### src/rtl/alu_pkg.sv
// Shared ALU definitions: opcodes, default operand width and scheduler states.
package alu_pkg;

  localparam int unsigned DATA_W_DEFAULT = 4;

  typedef enum logic [1:0] {
    ADD   = 2'd0,
    SUB   = 2'd1,
    INV_A = 2'd2,
    ROR_B = 2'd3
  } opcode_e;

  typedef enum logic [1:0] {
    IDLE = 2'd0,
    EXEC = 2'd1,
    CAPT = 2'd2,
    RESP = 2'd3
  } sched_state_e;

endpackage

### src/rtl/rr_arbiter.sv
// Combinational round-robin picker: first asserted request at or after rr_ptr, wrapping.
module rr_arbiter #(
  parameter int unsigned NUM_REQ = 4,
  localparam int unsigned IDX_W = $clog2(NUM_REQ)
) (
  input  logic [NUM_REQ-1:0] req,
  input  logic [IDX_W-1:0]   rr_ptr,
  output logic               grant_valid,
  output logic [IDX_W-1:0]   grant_idx,
  output logic [NUM_REQ-1:0] grant
);

  int idx;

  // Scan from the farthest offset down so the nearest hit to rr_ptr is written last and wins.
  always_comb begin
    grant_valid = 1'b0;
    grant_idx   = '0;
    grant       = '0;
    idx         = 0;
    for (int k = int'(NUM_REQ) - 1; k >= 0; k--) begin
      idx = int'(rr_ptr) + k;
      if (idx >= int'(NUM_REQ)) begin
        idx = idx - int'(NUM_REQ);
      end
      if (req[idx]) begin
        grant_valid = 1'b1;
        grant_idx   = IDX_W'(idx);
      end
    end
    if (grant_valid) begin
      grant[grant_idx] = 1'b1;
    end
  end

endmodule

### src/rtl/alu_rr_scheduler.sv
// Shares one external registered ALU among NUM_REQ requesters, one operation at a time.
module alu_rr_scheduler
  import alu_pkg::*;
#(
  parameter int unsigned NUM_REQ = 4,
  parameter int unsigned DATA_W  = DATA_W_DEFAULT,
  localparam int unsigned IDX_W  = $clog2(NUM_REQ)
) (
  input  logic                           clk,
  input  logic                           reset,
  input  logic [NUM_REQ-1:0]             req_valid,
  output logic [NUM_REQ-1:0]             req_ready,
  input  opcode_e [NUM_REQ-1:0]          req_opcode,
  input  logic [NUM_REQ-1:0][DATA_W-1:0] req_a,
  input  logic [NUM_REQ-1:0][DATA_W-1:0] req_b,
  output opcode_e                        alu_opcode,
  output logic [DATA_W-1:0]              alu_a,
  output logic [DATA_W-1:0]              alu_b,
  input  logic [DATA_W:0]                alu_c,
  output logic                           rsp_valid,
  output logic [IDX_W-1:0]               rsp_id,
  output logic [DATA_W:0]                rsp_data,
  input  logic                           rsp_ready,
  output logic                           busy
);

  sched_state_e state_q, state_d;

  logic [IDX_W-1:0]   rr_ptr_q;
  logic [IDX_W-1:0]   rr_ptr_d;
  opcode_e            op_q;
  logic [DATA_W-1:0]  a_q;
  logic [DATA_W-1:0]  b_q;
  logic [IDX_W-1:0]   id_q;
  logic [DATA_W:0]    rsp_data_q;
  logic [IDX_W-1:0]   rsp_id_q;

  logic               grant_valid;
  logic [IDX_W-1:0]   grant_idx;
  logic [NUM_REQ-1:0] grant;
  logic               accept;

  rr_arbiter #(
    .NUM_REQ(NUM_REQ)
  ) u_arb (
    .req        (req_valid),
    .rr_ptr     (rr_ptr_q),
    .grant_valid(grant_valid),
    .grant_idx  (grant_idx),
    .grant      (grant)
  );

  // Pointer moves one past the winner so the winner goes to the back of the queue.
  assign rr_ptr_d = (grant_idx == IDX_W'(NUM_REQ - 1)) ? '0 : grant_idx + 1'b1;

  // State register.
  always_ff @(posedge clk or posedge reset) begin
    if (reset) begin
      state_q <= IDLE;
    end else begin
      state_q <= state_d;
    end
  end

  // Next-state logic; accept marks the edge on which a request is taken.
  always_comb begin
    state_d = state_q;
    accept  = 1'b0;
    unique case (state_q)
      IDLE: begin
        if (grant_valid) begin
          accept  = 1'b1;
          state_d = EXEC;
        end
      end
      EXEC: state_d = CAPT;
      CAPT: state_d = RESP;
      RESP: begin
        if (rsp_ready) begin
          state_d = IDLE;
        end
      end
      default: state_d = IDLE;
    endcase
  end

  // State-decoded outputs; req_ready is only offered while idle.
  always_comb begin
    req_ready = '0;
    busy      = 1'b0;
    rsp_valid = 1'b0;
    unique case (state_q)
      IDLE: req_ready = grant;
      EXEC: busy = 1'b1;
      CAPT: busy = 1'b1;
      RESP: begin
        busy      = 1'b1;
        rsp_valid = 1'b1;
      end
      default: req_ready = '0;
    endcase
  end

  // Latch the winner's operation and advance the round-robin pointer on accept.
  always_ff @(posedge clk or posedge reset) begin
    if (reset) begin
      rr_ptr_q <= '0;
      op_q     <= ADD;
      a_q      <= '0;
      b_q      <= '0;
      id_q     <= '0;
    end else if (accept) begin
      rr_ptr_q <= rr_ptr_d;
      op_q     <= req_opcode[grant_idx];
      a_q      <= req_a[grant_idx];
      b_q      <= req_b[grant_idx];
      id_q     <= grant_idx;
    end
  end

  // Capture the ALU result one cycle after EXEC and hold it through RESP.
  always_ff @(posedge clk or posedge reset) begin
    if (reset) begin
      rsp_data_q <= '0;
      rsp_id_q   <= '0;
    end else if (state_q == CAPT) begin
      rsp_data_q <= alu_c;
      rsp_id_q   <= id_q;
    end
  end

  assign alu_opcode = op_q;
  assign alu_a      = a_q;
  assign alu_b      = b_q;
  assign rsp_data   = rsp_data_q;
  assign rsp_id     = rsp_id_q;

endmodule

### config.mk
export PLATFORM = sky130hd
export DESIGN_NAME = alu_rr_scheduler
export DESIGN_NICKNAME = d
export VERILOG_FILES = /design/src/rtl/alu_pkg.sv /design/src/rtl/rr_arbiter.sv /design/src/rtl/alu_rr_scheduler.sv
export SDC_FILE = /design/constraint.sdc
export NUM_CORES = 1
export LEC_CHECK = 0
export CORE_ASPECT_RATIO = 2
export CORE_MARGIN = 3
export CORE_UTILIZATION = 40
export DETAILED_ROUTE_END_ITERATION = 16
export PLACE_DENSITY = 0.8
export SYNTH_ARGS = -nofsm -noshare
export SYNTH_HDL_FRONTEND = slang
export SYNTH_HIERARCHICAL = 1
export SYNTH_SLANG_ARGS = --single-unit
### constraint.sdc
create_clock -name clk -period 1.9 [get_ports clk]
set_clock_uncertainty 0.05 [all_clocks]
set_input_delay 0.19 -clock clk [delete_from_list [all_inputs] [get_ports clk]]
set_output_delay 0.19 -clock clk [all_outputs]
set_load 0.005 [all_outputs]
; ---- Yosys cells after proc, flatten, opt, wreduce, memory -nomap -nowiden
; Cells that the tools add are included.
[totals]
register_bits = 23
input_bits = 52
output_inout_bits = 23
word_cells = 78
[classes]
addsub = 8
n_lt_le_gt_ge = 10
n_eq_ne = 6
muxes = 42
reduce_logical = 4
[ops]
columns = operator, count
row1 = "32-bit by 4-bit < comparator with 1-bit output, second input constant", 4
row2 = 32-bit two-way mux, 4
row3 = "32-bit by 4-bit greater-or-equal comparator with 1-bit output, second input constant", 3
row4 = "32-bit by 4-bit subtractor with 32-bit output, second input constant", 3
row5 = 1-bit two-way mux, 17
row6 = 4-bit binary-select mux with 2-bit select, 2
row7 = 2-bit two-way mux, 8
row8 = 4-bit two-way mux, 4
row9 = 1-bit binary-select mux with 2-bit select, 4
row10 = 2-bit one-hot mux with 4 select lines, 1
row11 = "2-bit by 2-bit adder with 3-bit output, second input constant", 2
row12 = "2-bit == test, second input constant", 3
row13 = 2-bit binary-select mux with 2-bit select, 1
row14 = "2-bit != test, second input constant", 2
row15 = "2-bit by 3-bit subtractor with 4-bit output, second input constant", 1
row16 = "2-bit by 1-bit adder with 3-bit output, second input constant", 1
row17 = "2-bit by 3-bit greater-or-equal comparator with 1-bit output, second input constant", 1
row18 = "2-bit by 3-bit < comparator with 1-bit output, second input constant", 1
row19 = 3-bit OR reduction, 1
row20 = "2-bit by 1-bit adder with 2-bit output, second input constant", 1
row21 = 1-bit demux with 2-bit select, 1
row22 = "2-bit by 1-bit == test with 1-bit output, second input constant", 1
row23 = "2-bit by 1-bit greater-or-equal comparator with 1-bit output, second input constant", 1
row24 = 2-bit zero test, 1
row25 = other kinds (2), 2

; ---- Logic depth before layout (Yosys ltp)
[logic_depth]
ltp_word = 16
ltp_mapped = 8
ltp_nobuf = 5

; ---- Modules after synthesis
; Netlist, hierarchy kept.
[by_module_without_submodules]
columns = mod, n_inst, cells_each, area_per_inst_um2, seq_area_each_um2
row1 = alu_rr_scheduler, 1, 104, 1290.0, 575.6
row2 = rr_arbiter, 1, 33, 211.5, 0.0

; ---- Worst setup path after synthesis
; No wires, ideal clock.
[synth_path]
path_kind = reg2reg
startpoint = reg rr_ptr_q[1]
endpoint = reg op_q[0], in the netlist alu_opcode[0]
setup_ps = 132
arrival_time_ps = 1561
required_time_ps = 1718
setup_slack_ps = 157
path_stages_with_launch = 9
cell_sequence = dfrtp_1 > buf_6 > a21oi_1 > o21ai_1 > o2bb2a_1 > clkbuf_2 > buf_4 > mux2i_1 > o221ai_2
[synth_via]
elab_chain_len = 12
word_cells_on_any_way = 39
[synth_rtl]
columns = element, line_no
row1 = start: declaration, alu_rr_scheduler.sv:29  ; logic [IDX_W-1:0] rr_ptr_q;
row2 = start signal: assignment, alu_rr_scheduler.sv:113  ; rr_ptr_q <= rr_ptr_d;
row3 = 2-bit by 2-bit adder with 3-bit output, rr_arbiter.sv:22  ; idx = int'(rr_ptr) + k;
row4 = 32-bit by 4-bit subtractor with 32-bit output / 32-bit by 4-bit greater-or-equal comparator with 1-bit output (equally long branches), "rr_arbiter.sv:24, rr_arbiter.sv:23"
row5 = 32-bit two-way mux, rr_arbiter.sv:23  ; if (idx >= int'(NUM_REQ)) begin
row6 = 1-bit binary-select mux with 2-bit select, rr_arbiter.sv:26  ; if (req[idx]) begin
row7 = 1-bit two-way mux (implied by the code) (2 in a row), rr_arbiter.sv:26
row8 = 2-bit two-way mux (3 in a row), rr_arbiter.sv:26
row9 = 2-bit two-way mux (*), rr_arbiter.sv:26
row10 = named net grant_idx[1], alu_rr_scheduler.sv:39  ; logic [IDX_W-1:0] grant_idx;
row11 = 2-bit binary-select mux with 2-bit select (*), alu_rr_scheduler.sv:114  ; op_q <= req_opcode[grant_idx];
row12 = 2-bit two-way mux (implied by the code) (*), alu_rr_scheduler.sv:114
row13 = end signal: assignment, alu_rr_scheduler.sv:114
row14 = end: declaration, alu_rr_scheduler.sv:31  ; opcode_e op_q;
; Mark *: on every way through the listed nets, which the timed path passes. The rest lies on a longest branch. The select of a mux whose other input is x is not followed.
; A chain may end at the register's enable or synchronous reset.

; ---- Final worst setup path
[layout_path]
startpoint = reg rr_ptr_q[1]
endpoint = reg rr_ptr_q[1]
[layout_via]
elab_chain_len = 12
word_cells_on_any_way = 40
[layout_rtl]
columns = element, line_no
row1 = 2-bit by 2-bit adder with 3-bit output, rr_arbiter.sv:22
row2 = 32-bit by 4-bit subtractor with 32-bit output / 32-bit by 4-bit greater-or-equal comparator with 1-bit output (equally long branches), "rr_arbiter.sv:24, rr_arbiter.sv:23"
row3 = 32-bit two-way mux, rr_arbiter.sv:23
row4 = 1-bit binary-select mux with 2-bit select, rr_arbiter.sv:26
row5 = 1-bit two-way mux (implied by the code) (2 in a row), rr_arbiter.sv:26
row6 = 2-bit two-way mux (3 in a row), rr_arbiter.sv:26
row7 = 2-bit two-way mux (*), rr_arbiter.sv:26
row8 = named net grant_idx[0], alu_rr_scheduler.sv:39
row9 = 2-bit by 1-bit adder with 2-bit output / 2-bit == test (equally long branches), alu_rr_scheduler.sv:54  ; assign rr_ptr_d = (grant_idx == IDX_W'(NUM_REQ - 1)) ? '0 : grant_idx + 1'b1;
row10 = 2-bit two-way mux (*), alu_rr_scheduler.sv:54
row11 = named net rr_ptr_d[1], alu_rr_scheduler.sv:30  ; logic [IDX_W-1:0] rr_ptr_d;
; Marked as above.

==> flow_summary.yaml <==
logic_synthesis:
  synth_cell_types: 30
  yosysTopAreaCellShare: 0.383
  yosysTopAreaCell: "dfrtp_1"
  synth_warnings: 6
  synth_most_common_cell: "dfrtp_1"
  yosys_most_used_dff: "dfrtp_1"
  synth_top_cells_by_area: "dfrtp_1, mux2i_1, o221ai_2"
  synth-edff-count: 0
  synthArstFlopShare: 1.00
  synth.cell_area_mm2: 0.00150
  netlist_instances: 137
  syn_area_per_cell_um2: 11.0
  ys_top_cells_by_count: "dfrtp_1, mux2i_1, nand2_1"
  syn-num-nets: 193
  ys_seq_area_frac: 0.383
  yosys_register_bits: 23
sta:
  rsz0062_at_grt: "true"
  tightest_slew_ps: 356
  min_period_over_period: 1.01
  setup_violations: 1
  period_needed_ps: 1920
  fmax_ghz: 0.520
  slew_headroom: 0.763
  hold_viol: 0
  slew_violations: 0
  setup_ws_ps: -22.2
drt:
  drc: 0
  drt_wl_total_um: 4640
  vias: 1425
  routedWlPerCell_um: 17.3
  first_pass_iters: 4
  postRouteAntennaNets: 0
  vias_per_cell: 5.32
  drtIter0Drc: 26
floorplanning:
  num_rows: 30
  dieHeight_um: 92.6
  core-area_mm2: 0.00349
  io_pins: 75
  dieArea_mm2: 0.00457
  die_w_um: 49.3
  start_util: 0.430
clock_network:
  cts_made_buffers: 3
  clockBufferDepth: 2
  clock-sinks: 23
  htree_num_levels: 1
  clock_latency_ps: 260
  cts_tree: "done"
  cts_root_buf: "clkbuf_8"
  clkSlewWorstSetupHoldPaths_ps: 80
  hold_buffers: 0
placed_design:
  postPlaceCellArea_mm2: 0.00229
  dp_hpwl_um: 3530
  gp_congestion: 0.779
  io_buffers: 74
pwr:
  power_frac_seq: 0.271
  power.internal_w: 0.00214
  combPwrFrac: 0.639
  ir_drop_mv: 0.973
  leakage_nw: 1.09
  swShare: 0.354
  p_sw_w: 0.00118
  clkPwrFrac: 0.090
  powerDensity_mw_per_mm2: 1340
worst_hold_path:
  hp-class: "primary input to async pin"
setup_path:
  rr_worst_depth: 7
  cp_data_required_time_ps: 2000
  r2r-start: "rr_ptr_q[1]$_DFFE_PP0P_"
  worstSetupPathType: "flip-flop to flip-flop"
  critPathLaunchType: "flip-flop"
  critPathCaptureType: "flip-flop"
  crit_arrival_ps: 2020
  crit-reg2reg-capture: "rr_ptr_q[1]$_DFFE_PP0P_"
  r2r_setup_slack_ps: -20
  path_max_fanout: 5
status:
  failed_checks: "setup timing"
  run_status: "finished with violations"
cells_and_area:
  syn_to_final_growth_pct: 64.6
  n_fill_cell: 273
  multi_input_area_um2: 861
  finish.instance_area_mm2: 0.00247
  drive_gt1_frac: 0.259
  nets: 277
  regArea_um2: 578
  final_core_util: 0.708
  diodes: 0
global_routing:
  gr-usage-all-layers: 0.202
  use_met3: 0.0354
  grt_overflow_total: 0
  antenna_found_initial: 0
  top_usage_layer: "met2"
  grt_pass1_wl_um: 7180
  gr-usage-met1: 0.193
  grt_max_degree: 24
  met2_usage: 0.390
  first_global_vias: 1504
job:
  cap_violations: 0
## cells in the final DEF (no fill, tap or decap), drive strengths merged
master	Yosys	layout
ha	4	4
mux2	10	10
nor2b	2	2
inv	9	9
mux2i	21	21
a21oi	5	5
o2bb2a	1	1
nand3	1	1
dlygate4sd2	0	7
dlymetal6s2s	0	1
buf	11	17
a22o	1	1
nor2	4	4
o32a	1	1
o21ai	4	4
dfrtp	23	23
o22ai	1	1
a31oi	1	1
o221ai	10	10
or2	1	1
clkdlybuf4s50	0	66
and2	5	5
o31ai	1	1
a21boi	2	2
clkbuf	1	4
o2bb2ai	1	1
o221a	2	2
nand2	15	15
## layer usage
layer | wire length (µm) | vias up
met2 | 2700 | 71
li1 | - | 655
met3 | 212 | 20
met5 | 0 | -
met4 | 218 | 0
met1 | 1510 | 679
## cells by family (layout without fill, tap and decap cells)
group                      Yosys count  after routing  share of synthesized area
muxes                               31             31                      0.215
and+or+nand+nor                     28             28                     0.0892
buffers and inverters               21            104                     0.0858
adders and majority gates            4              4                     0.0333
DFF                                 23             23                      0.383
AOI/OAI and AO/OA                   30             30                      0.193
## per-stage QoR
step	setup WS, ps	power [W]	hold WS, ps	setup TNS [ps]	instances
final	-22.2	0.00332	218	-22.2	268
after floorplan	157	0.00199	142	0	137
after detailed placement	-253	0.00276	419	-3280	257
after global placement	-140	0.00268	411	-1820	257
after global routing	-71.5	0.00354	241	-385	268
after CTS	-117	0.00318	221	-1120	267
## area by class of cell
class                           instances  share of cell area
Timing Repair Buffer                   91               0.362
Multi-Input combinational cell         93               0.348
Sequential cell                        23               0.234
Tap cell                               48              0.0243
Clock buffer                            4              0.0182
Inverter                                9              0.0137
## critical path, stage by stage (launching register included)
cell	delay, ps
dfrtp_2	440
buf_6	140
buf_6	100
mux2i_1	180
o22ai_2	130
a31oi_4	220
ha_1	270
mux2_4	270
## power by group through the flow
stage	clock [W]	sequential, W	combinational (W)
2_1_floorplan	0	0.000895	0.00110
3_5_place_dp	0	0.000925	0.00184
6_report	0.000299	0.000898	0.00212
5_1_grt	0.000331	0.000928	0.00228
4_1_cts	0.000310	0.000898	0.00197
3_3_place_gp	0	0.000906	0.00177
## repair_timing
item                                    in CTS  in global routing
gates resized for setup                     11                 23
pin swaps                                    1                  4
gates cloned                                 0                  0
endpoints found under the setup margin       4                 16
setup buffers                                6                  1
## flip-flops by register name, summed over array words and instances, names as in the netlist
| register | flops |
|---|---|
| rsp_data | 5 |
| alu_b | 4 |
| rr_ptr_q | 2 |
| alu_opcode | 2 |
| rsp_id | 2 |
| alu_a | 4 |
| id_q | 2 |
| state_q | 2 |
## worst max-delay path by stage
stage / cells after the start / from / endpoint
after floorplan: 8 / rr_ptr_q[1]$_DFFE_PP0P_ / alu_opcode[0]$_DFFE_PP0P_
after global placement: 7 / req_valid[0] / alu_b[2]$_DFFE_PP0P_
after detailed placement: 6 / req_valid[1] / rr_ptr_q[1]$_DFFE_PP0P_
after CTS: 7 / rr_ptr_q[1]$_DFFE_PP0P_ / rr_ptr_q[1]$_DFFE_PP0P_
after global routing: 7 / rr_ptr_q[1]$_DFFE_PP0P_ / rr_ptr_q[1]$_DFFE_PP0P_
final: 7 / rr_ptr_q[1]$_DFFE_PP0P_ / rr_ptr_q[1]$_DFFE_PP0P_
Note: power is estimated with default switching activity, not from simulation.
